### config.mk
export PLATFORM = sky130hd
export DESIGN_NAME = alu_seq
export DESIGN_NICKNAME = d
export VERILOG_FILES = /design/src/rtl/alu_seq.sv
export SDC_FILE = /design/constraint.sdc
export NUM_CORES = 1
export LEC_CHECK = 0
export CORE_MARGIN = 1
export CORE_UTILIZATION = 35
export CTS_CLUSTER_SIZE = 24
export DETAILED_ROUTE_END_ITERATION = 12
export GPL_ROUTABILITY_DRIVEN = 0
export SLEW_MARGIN = 20
export SYNTH_ARGS = -nofsm -noshare
export SYNTH_HDL_FRONTEND = slang
export SYNTH_SLANG_ARGS = --single-unit
### constraint.sdc
create_clock -name clk -period 4.8 [get_ports clk]
set_input_delay 0.96 -clock clk [delete_from_list [all_inputs] [get_ports clk]]
set_output_delay 0.96 -clock clk [all_outputs]
set_load 0.01 [all_outputs]
### src/rtl/alu_seq.sv
// alu_seq: multi-cycle 16-bit execute unit.
// Single-cycle ALU operations complete one edge after capture; shifts
// step one bit per cycle. Carry, zero and negative flags are kept here
// for ADDC/SUBC/CMP and the branch logic. All outputs are registered.
module alu_seq #(
    parameter int WIDTH = 16
) (
    input  logic             clk,
    input  logic             rst_n,
    input  logic             start,
    input  logic [3:0]       alucontrol,
    input  logic [WIDTH-1:0] a,
    input  logic [WIDTH-1:0] b,
    output logic             busy,
    output logic             done,
    output logic [WIDTH-1:0] result,
    output logic             flag_c,
    output logic             flag_z,
    output logic             flag_n
);

    typedef enum logic [1:0] {
        S_IDLE  = 2'd0,
        S_EXEC  = 2'd1,
        S_SHIFT = 2'd2
    } state_t;

    localparam logic [3:0] OP_ADD  = 4'h1;
    localparam logic [3:0] OP_SUB  = 4'h2;
    localparam logic [3:0] OP_AND  = 4'h3;
    localparam logic [3:0] OP_OR   = 4'h4;
    localparam logic [3:0] OP_XOR  = 4'h5;
    localparam logic [3:0] OP_SLL  = 4'h6;
    localparam logic [3:0] OP_SRL  = 4'h7;
    localparam logic [3:0] OP_SLA  = 4'h8;
    localparam logic [3:0] OP_SRA  = 4'h9;
    localparam logic [3:0] OP_ADDC = 4'hA;
    localparam logic [3:0] OP_SUBC = 4'hB;
    localparam logic [3:0] OP_CMP  = 4'hC;
    localparam logic [3:0] OP_LDIH = 4'hD;
    localparam logic [3:0] OP_BRT  = 4'hE;

    state_t           state_q;
    logic [3:0]       op_q;
    logic [WIDTH-1:0] a_q;
    logic [WIDTH-1:0] b_q;
    logic [WIDTH-1:0] work_q;
    logic [3:0]       cnt_q;
    logic             sh_c_q;
    logic             sh_nz_q;
    logic             busy_q;
    logic             done_q;
    logic [WIDTH-1:0] result_q;
    logic             flag_c_q;
    logic             flag_z_q;
    logic             flag_n_q;

    logic [WIDTH:0]   sum_d;
    logic [WIDTH-1:0] ex_val_d;
    logic             ex_c_d;
    logic             wr_res_d;
    logic             wr_zn_d;
    logic [WIDTH:0]   step_d;

    // One shift step: returns {bit shifted out, shifted word}.
    function automatic logic [WIDTH:0] shift_step(input logic [3:0] op,
                                                  input logic [WIDTH-1:0] w);
        logic [WIDTH:0]          r;
        logic signed [WIDTH-1:0] sw;
        sw = w;
        case (op)
            OP_SLL:  r = {w[WIDTH-1], w[WIDTH-2:0], 1'b0};
            OP_SRL:  r = {w[0], 1'b0, w[WIDTH-1:1]};
            // Sign bit stays put; the bit below it is the one lost.
            OP_SLA:  r = {w[WIDTH-2], w[WIDTH-1], w[WIDTH-3:0], 1'b0};
            OP_SRA:  r = {w[0], WIDTH'(sw >>> 1)};
            default: r = {1'b0, w};
        endcase
        return r;
    endfunction

    // Single-cycle ALU datapath on the captured operands.
    always_comb begin
        sum_d    = '0;
        ex_val_d = '0;
        ex_c_d   = flag_c_q;
        wr_res_d = 1'b0;
        wr_zn_d  = 1'b0;
        case (op_q)
            OP_ADD: begin
                sum_d    = {1'b0, a_q} + {1'b0, b_q};
                ex_val_d = sum_d[WIDTH-1:0];
                ex_c_d   = sum_d[WIDTH];
                wr_res_d = 1'b1;
                wr_zn_d  = 1'b1;
            end
            OP_SUB, OP_CMP: begin
                // Bit WIDTH of the extended difference is the borrow.
                sum_d    = {1'b0, a_q} - {1'b0, b_q};
                ex_val_d = sum_d[WIDTH-1:0];
                ex_c_d   = sum_d[WIDTH];
                wr_res_d = (op_q == OP_SUB);
                wr_zn_d  = 1'b1;
            end
            OP_AND: begin
                ex_val_d = a_q & b_q;
                wr_res_d = 1'b1;
                wr_zn_d  = 1'b1;
            end
            OP_OR: begin
                ex_val_d = a_q | b_q;
                wr_res_d = 1'b1;
                wr_zn_d  = 1'b1;
            end
            OP_XOR: begin
                ex_val_d = a_q ^ b_q;
                wr_res_d = 1'b1;
                wr_zn_d  = 1'b1;
            end
            OP_ADDC: begin
                sum_d    = {1'b0, a_q} + {1'b0, b_q} + {{WIDTH{1'b0}}, flag_c_q};
                ex_val_d = sum_d[WIDTH-1:0];
                ex_c_d   = sum_d[WIDTH];
                wr_res_d = 1'b1;
                wr_zn_d  = 1'b1;
            end
            OP_SUBC: begin
                sum_d    = {1'b0, a_q} - {1'b0, b_q} - {{WIDTH{1'b0}}, flag_c_q};
                ex_val_d = sum_d[WIDTH-1:0];
                ex_c_d   = sum_d[WIDTH];
                wr_res_d = 1'b1;
                wr_zn_d  = 1'b1;
            end
            OP_LDIH: begin
                sum_d    = {1'b0, a_q} + {1'b0, b_q[7:0], 8'h00};
                ex_val_d = sum_d[WIDTH-1:0];
                ex_c_d   = sum_d[WIDTH];
                wr_res_d = 1'b1;
                wr_zn_d  = 1'b1;
            end
            OP_BRT: begin
                ex_val_d = a_q + b_q;
                wr_res_d = 1'b1;
            end
            default: begin
                // NOP/HALT/JUMP/IDLE: nothing written.
            end
        endcase
        step_d = shift_step(op_q, work_q);
    end

    // Control FSM with registered handshake, result and flag outputs.
    always_ff @(posedge clk or negedge rst_n) begin
        if (!rst_n) begin
            state_q  <= S_IDLE;
            op_q     <= '0;
            a_q      <= '0;
            b_q      <= '0;
            work_q   <= '0;
            cnt_q    <= '0;
            sh_c_q   <= 1'b0;
            sh_nz_q  <= 1'b0;
            busy_q   <= 1'b0;
            done_q   <= 1'b0;
            result_q <= '0;
            flag_c_q <= 1'b0;
            flag_z_q <= 1'b0;
            flag_n_q <= 1'b0;
        end else begin
            done_q <= 1'b0;
            case (state_q)
                S_IDLE: begin
                    if (start) begin
                        op_q   <= alucontrol;
                        a_q    <= a;
                        b_q    <= b;
                        busy_q <= 1'b1;
                        if (alucontrol >= OP_SLL && alucontrol <= OP_SRA) begin
                            state_q <= S_SHIFT;
                            work_q  <= a;
                            cnt_q   <= b[3:0];
                            sh_nz_q <= (b[3:0] != 4'd0);
                            sh_c_q  <= 1'b0;
                        end else begin
                            state_q <= S_EXEC;
                        end
                    end
                end
                S_EXEC: begin
                    if (wr_res_d) begin
                        result_q <= ex_val_d;
                    end
                    if (wr_zn_d) begin
                        flag_c_q <= ex_c_d;
                        flag_z_q <= (ex_val_d == '0);
                        flag_n_q <= ex_val_d[WIDTH-1];
                    end
                    done_q  <= 1'b1;
                    busy_q  <= 1'b0;
                    state_q <= S_IDLE;
                end
                S_SHIFT: begin
                    if (cnt_q != 4'd0) begin
                        work_q <= step_d[WIDTH-1:0];
                        sh_c_q <= step_d[WIDTH];
                        cnt_q  <= cnt_q - 4'd1;
                    end else begin
                        result_q <= work_q;
                        flag_z_q <= (work_q == '0);
                        flag_n_q <= work_q[WIDTH-1];
                        if (sh_nz_q) begin
                            flag_c_q <= sh_c_q;
                        end
                        done_q  <= 1'b1;
                        busy_q  <= 1'b0;
                        state_q <= S_IDLE;
                    end
                end
                default: begin
                    busy_q  <= 1'b0;
                    state_q <= S_IDLE;
                end
            endcase
        end
    end

    assign busy   = busy_q;
    assign done   = done_q;
    assign result = result_q;
    assign flag_c = flag_c_q;
    assign flag_z = flag_z_q;
    assign flag_n = flag_n_q;

endmodule
==> summary.md, run 1 <==
| Metric | Value |
|---|---|
| Syn Nets | `~1100` |
| Hold Vio Cnt, Final | `0` |
| ANT cells | `0` |
| Skew-Pair Late Insertion Delay | `360 ps` |
| Hold Buf Count CTS | `0` |
| Most common cell after layout, fill and taps aside | `o21ai_0` |
| CTS clock-pin slew for the worst setup and hold paths | `70 ps` |
| Reg2reg path depth | `15` |
| Final setup fails | `0` |
| Post-CTS Setup Bufs | `0` |
| Post-CTS sizing | `0` |
| Ys flop type | `dfrtp_1` |
| I/O pins | `60` |
| Critical path endpoint category | `flop` |
| Hold path endpoint | `result[6]` |
| Largest net degree at the start of global routing | `73` |
| GRT overflow | `0` |
| CP Cell Sequence | `inv_1 > ha_1 > inv_1 > fa_1 > nor2b_4 > o2111ai_1 > nand3_1 > xnor2_1 > a2111oi_4 > nand3_1 > xnor2_1 > a211oi_1 > nand4_1 > or4_1 > o21ai_1` |
| Startpoint Class | `flop` |
| Post-DP HPWL | `20.2 mm` |
| Worst Hold Class | `flop to flop` |
| CTS Buf Count | `9` |
| Routed wire length | `26.6 mm` |
| Detailed Route Iter0 Violations | `706` |
| WS Path Type | `flop to flop` |
| Setup slack, reg-to-reg | `about 330 ps` |
| Sink Count | `81` |
| Max incr delay on CP | `~500 ps` |
| Register area | `0.00203 mm²` |
| Crit path time final | `between 4000 and 5000 ps` |
| Core area | `0.0219 mm²` |
| Top cell family by delay on the critical path | `compound AO/OA/AOI/OAI gates` |
| Req. time, crit path | `a little over 5000 ps` |
| Layout Nets | `about 1100` |
| Pre-antenna DRT Iters | `5` |
| Post-synth EDFFs | `0` |
| RR Endpoint | `flag_z` |
| Tightest Pin Transition | `~900 ps` |
| Worst Hold Depth | `2` |
| Max FO, Critical Path | `5` |
| Max Fclk | `224 MHz` |
| Antenna violations before repair | `0` |
| Syn avg cell area | `7.95 µm²` |
| Sequential fraction of the synthesis area | `0.259` |
| Worst path bufs/invs | `2` |
| HP Start | `result[6]` |
| CTS tree | `done` |
| Starting density of the core | `0.358` |
| Multi-input gate area | `0.00534 mm²` |
| Clock Path Buffers | `2` |
| # H-tree levels | `3` |
| Final worst-path cycle share | `0.932` |
| Reg-to-reg startpoint | `a_q[0]` |
| Status | `completed` |
| DR vias/cell | `5.95` |
| Synthesis-to-finish area growth | `15.3%` |
| Mapped Cells | `984` |
| Detail Route Antenna Nets | `0` |
| Max-slew violations | `0` |
| Share of layout cells above drive strength 1 | `0.0819` |
| Total Die Area | `approximately 0.023 mm²` |
| DRC | `0` |
| Die X | `152 µm` |
| Via Count | `7768` |
| Post-synthesis async set-or-reset flop share | `1.00` |
| First-pass GRT wire length | `41.3 mm` |
| Die Y | `152 µm` |
| WP data arrival | `around 4800 ps` |
| Vias in the first global route | `approximately 7300` |
| Most frequent cells in the layout | `o21ai_0, nand2_1, a21oi_1, dfrtp_1, nor2_1` |
| Wire per inst | `20.4 µm` |
| Max-cap violation count | `0` |
| Port bufs | `59` |
| Flops & latches, synth | `81` |
| Distinct cells, synth | `87` |
| Worst rel slew slack | `0.398` |
| Synthesized area | `0.00783 mm²` |
| Ys Warns | `0` |
| Clock Skew | `9.45 ps` |
| Fillers | `2285` |
| Setup TNS | `0 ps` |
| Worst path slowest cell | `a2111oi_4` |
| Row cnt | `54` |
| Total GRT Usage | `0.240` |
| RSZ-0062 raised after global routing | `false` |
| CTS root buffer | `clkbuf_16` |
cell usage after synthesis (all sizes together), types with 12 or more instances:
master	count	share of area
o21ai	97	0.062
nand2	92	0.044
a21oi	82	0.052
dfrtp	81	0.26
nor2	74	0.036
ha	64	0.10
inv	63	0.030
xnor2	47	0.055
clkbuf	42	0.020
o22ai	35	0.028
nand3	21	0.013
nor2b	17	0.015
mux2	15	0.022
nand4	14	0.013
buf	13	0.0088
nor3	13	0.0083
xor2	13	0.015
a221oi	12	0.013
worst max-delay path by stage:
stage / depth (start not counted) / end / slack, ps / start
after floorplan: 15 / flag_z / 1170 / a_q[0]
after global placement: 15 / flag_z / 550 / a_q[0]
after detailed placement: 15 / flag_z / 450 / a_q[0]
after CTS: 15 / flag_z / 410 / a_q[0]
after global routing: 15 / flag_z / 150 / a_q[0]
final: 15 / flag_z / 330 / a_q[0]
metrics by stage:
step	area, µm²	setup WS [ps]	utilization	hold slack [ps]	instances
final	9030	327	0.412	481	1306
after global routing	9030	150	0.412	513	1306
after CTS	9030	408	0.412	484	1306
after detailed placement	8710	455	0.398	469	1290
after global placement	8710	550	0.398	463	1290
after floorplan	7830	1170	-	473	984
routing by layer:
| metal | part of all wire | routed length, µm | GRT usage |
|---|---|---|---|
| met1 | 0.44 | 11800 | 0.330 |
| met2 | 0.44 | 11800 | 0.364 |
| met3 | 0.069 | 1830 | 0.0332 |
| met4 | 0.045 | 1200 | 0.123 |
| met5 | 0 | 0 | 0 |
logic make-up (layout without fill, tap and decap cells):
| logic type | count (synthesis) | in the layout | share of synthesized area |
|---|---|---|---|
| compound gates | 334 | 334 | 0.278 |
| flops | 81 | 81 | 0.259 |
| mux | 25 | 25 | 0.0344 |
| simple gates | 298 | 298 | 0.190 |
| fa+ha+maj | 67 | 67 | 0.110 |
| xor+xnor | 60 | 60 | 0.0691 |
| buf+inv | 119 | 161 | 0.0596 |
state kept, by name, summed over array words and instances (netlist names):
signal   count
sh_c_q       1
cnt_q        4
busy         1
op_q         4
sh_nz_q      1
flag_z       1
flag_c       1
a_q         16
work_q      16
result      16
flag_n       1
state_q      2
done         1
b_q         16
final cells by class:
type	instances	share of cell area
Clock buffer	10	0.0265
Timing Repair Buffer	81	0.0834
Clock inverter	6	0.00845
Tap cell	280	0.0388
Multi-Input combinational cell	784	0.592
Inverter	64	0.0266
Sequential cell	81	0.225
worst reg2reg max path, cell delays in order, from the launching register on:
cell	delay (ps)
dfrtp_1	400
inv_1	120
ha_1	220
inv_1	80
fa_1	460
nor2b_4	180
o2111ai_1	330
nand3_1	290
xnor2_1	270
a2111oi_4	500
nand3_1	160
xnor2_1	150
a211oi_1	440
nand4_1	170
or4_1	500
o21ai_1	140
Power of run 1 is not shown: default switching activity piles up to over one toggle a cycle in this logic, so the estimate is an artifact.
==> inputs of run 2 (changes only) <==
==> constraint.sdc (replaced) <==
create_clock -name clk -period 4.8 [get_ports clk]
set_input_delay 0.72 -clock clk [delete_from_list [all_inputs] [get_ports clk]]
set_output_delay 0.72 -clock clk [all_outputs]
set_load 0.01 [all_outputs]
==> summary.md, run 2 (same netlist as run 1, synthesis figures left out) <==
| Metric | Value |
|---|---|
| Detail Route Antenna Nets | `0 (unchanged)` |
| ANT cells | `0 (unchanged)` |
| Tightest Pin Transition | `904 ps (+3.25 ps)` |
| # H-tree levels | `3 (unchanged)` |
| CTS tree | `done` |
| Critical path startpoint | `a_q[0]` |
| Multi-input gate area | `0.00534 mm² (unchanged)` |
| GRT overflow | `0 (unchanged)` |
| DR vias/cell | `5.91 (-0.61%)` |
| Crit path time final | `4440 ps (-30.4 ps)` |
| Clock Path Buffers | `2 (unchanged)` |
| Setup TNS | `0 ps (unchanged)` |
| Row cnt | `54 (unchanged)` |
| Hold Buf Count CTS | `0 (unchanged)` |
| CTS root buffer | `clkbuf_16` |
| Req. time, crit path | `5090 ps (about the same)` |
| CTS Buf Count | `9 (unchanged)` |
| Final worst-path cycle share | `0.926 (-0.00632)` |
| I/O pins | `60 (unchanged)` |
| Post-CTS sizing | `0 (unchanged)` |
| Largest net degree at the start of global routing | `73 (unchanged)` |
| Pre-antenna DRT Iters | `5 (unchanged)` |
| Final instance area | `0.00903 mm² (about the same)` |
| Sink Count | `81 (unchanged)` |
| RSZ-0062 raised after global routing | `false` |
| Max-slew violations | `0 (unchanged)` |
| Wire per inst | `20.4 µm (about the same)` |
| Hold Vio Cnt, Final | `0 (unchanged)` |
| Total GRT Usage | `0.237 (-0.00291)` |
| Post-CTS Setup Bufs | `0 (unchanged)` |
| Detailed Route Iter0 Violations | `803 (+14%)` |
| Via Count | `7721 (-0.61%)` |
| Critical path endpoint category | `flop` |
| Placed Area | `0.00871 mm² (unchanged)` |
| Core area | `0.0219 mm² (unchanged)` |
| Starting density of the core | `0.358 (unchanged)` |
| Skew-Pair Late Insertion Delay | `360 ps (about the same)` |
| First-pass GRT wire length | `40.9 mm (-1.1%)` |
| Share of layout cells above drive strength 1 | `0.0819 (unchanged)` |
| Reg-to-reg startpoint | `a_q[0]` |
| Fillers | `2271 (-0.61%)` |
| Final setup fails | `0 (unchanged)` |
| Antenna violations before repair | `0 (unchanged)` |
| Routed wire length | `26.7 mm (about the same)` |
| Status | `completed` |
| Max FO, Critical Path | `5 (unchanged)` |
| Worst rel slew slack | `0.396 (-0.00217)` |
| Port bufs | `59 (unchanged)` |
| Most frequent cells in the layout | `o21ai_0, nand2_1, a21oi_1, dfrtp_1, nor2_1` |
| Max-cap violation count | `0 (unchanged)` |
| Layout Nets | `1127 (unchanged)` |
| CTS clock-pin slew for the worst setup and hold paths | `70 ps (about the same)` |
| Post-DP HPWL | `20.1 mm (-0.41%)` |
| WS Path Type | `flop to flop` |
| Synthesis-to-finish area growth | `15.3% (about the same)` |
| Die Y | `152 µm (unchanged)` |
| WP data arrival | `4730 ps (-30 ps)` |
| Clock Skew | `8.55 ps (-0.895 ps)` |
| Register area | `0.00203 mm² (unchanged)` |
| Die X | `152 µm (unchanged)` |
| Total Die Area | `0.0230 mm² (unchanged)` |
| Most common cell after layout, fill and taps aside | `o21ai_0` |
| Startpoint Class | `flop` |
| DRC | `0 (unchanged)` |
| Worst Hold Class | `input port to async pin` |
| Vias in the first global route | `7251 (-0.083%)` |
| Max Fclk | `225 MHz (+0.68%)` |
[run 2: cell count changes in the layout (fill, tap and decap cells not counted), sizes merged]
cell	previous run	this run
clkinv	5	3
clkinvlp	0	1
inv	64	65
[run 2: path summary, 6_finish.rpt]
path                              to  slack, ps  cells past startpoint
max reg2reg                   flag_z        360                     15
min reg2reg                result[0]        490                      2
max                           flag_z        360                     15
min in group clk           result[0]        490                      2
max in group asynchronous     b_q[6]       3450                      2
min                        result[6]        320                      1
[run 2: metal layers]
layer  routed length, µm  global-route usage  part of all wire
met1               11700               0.322              0.44
met2               11600               0.354              0.43
met3                2000              0.0395             0.075
met4                1360               0.132             0.051
met5                   0                   0                 0
[run 2: cell type report]
type	instances	share of cell area
inverters	64	0.0266
well taps	280	0.0388
repair buffers	81	0.0834
clock buffers	10	0.0265
flip-flops and latches	81	0.225
clock inverters	6	0.00832
multi-input cells	784	0.592
[run 2: metrics by stage]
step | utilization | cells | hold slack (ps) | setup slack (ps)
floorplan | - | 984 | 424 | 1170
global placement | 0.398 | 1290 | 463 | 558
detailed placement | 0.398 | 1290 | 473 | 422
CTS | 0.412 | 1306 | 357 | 402
global route | 0.412 | 1306 | 363 | 182
finish | 0.412 | 1306 | 324 | 357
[run 2: worst max-delay path, cell delays in order, from the launching register on]
cell and delay (ps):
dfrtp_1 400, inv_1 120, ha_1 220, inv_1 70, fa_1 460, nor2b_4 180
o2111ai_1 290, nand3_1 280, xnor2_1 270, a2111oi_4 510, nand3_1 150, xnor2_1 150
a211oi_1 450, nand4_1 190, or4_1 490, o21ai_1 130
Power of run 2 is left out for the same reason.
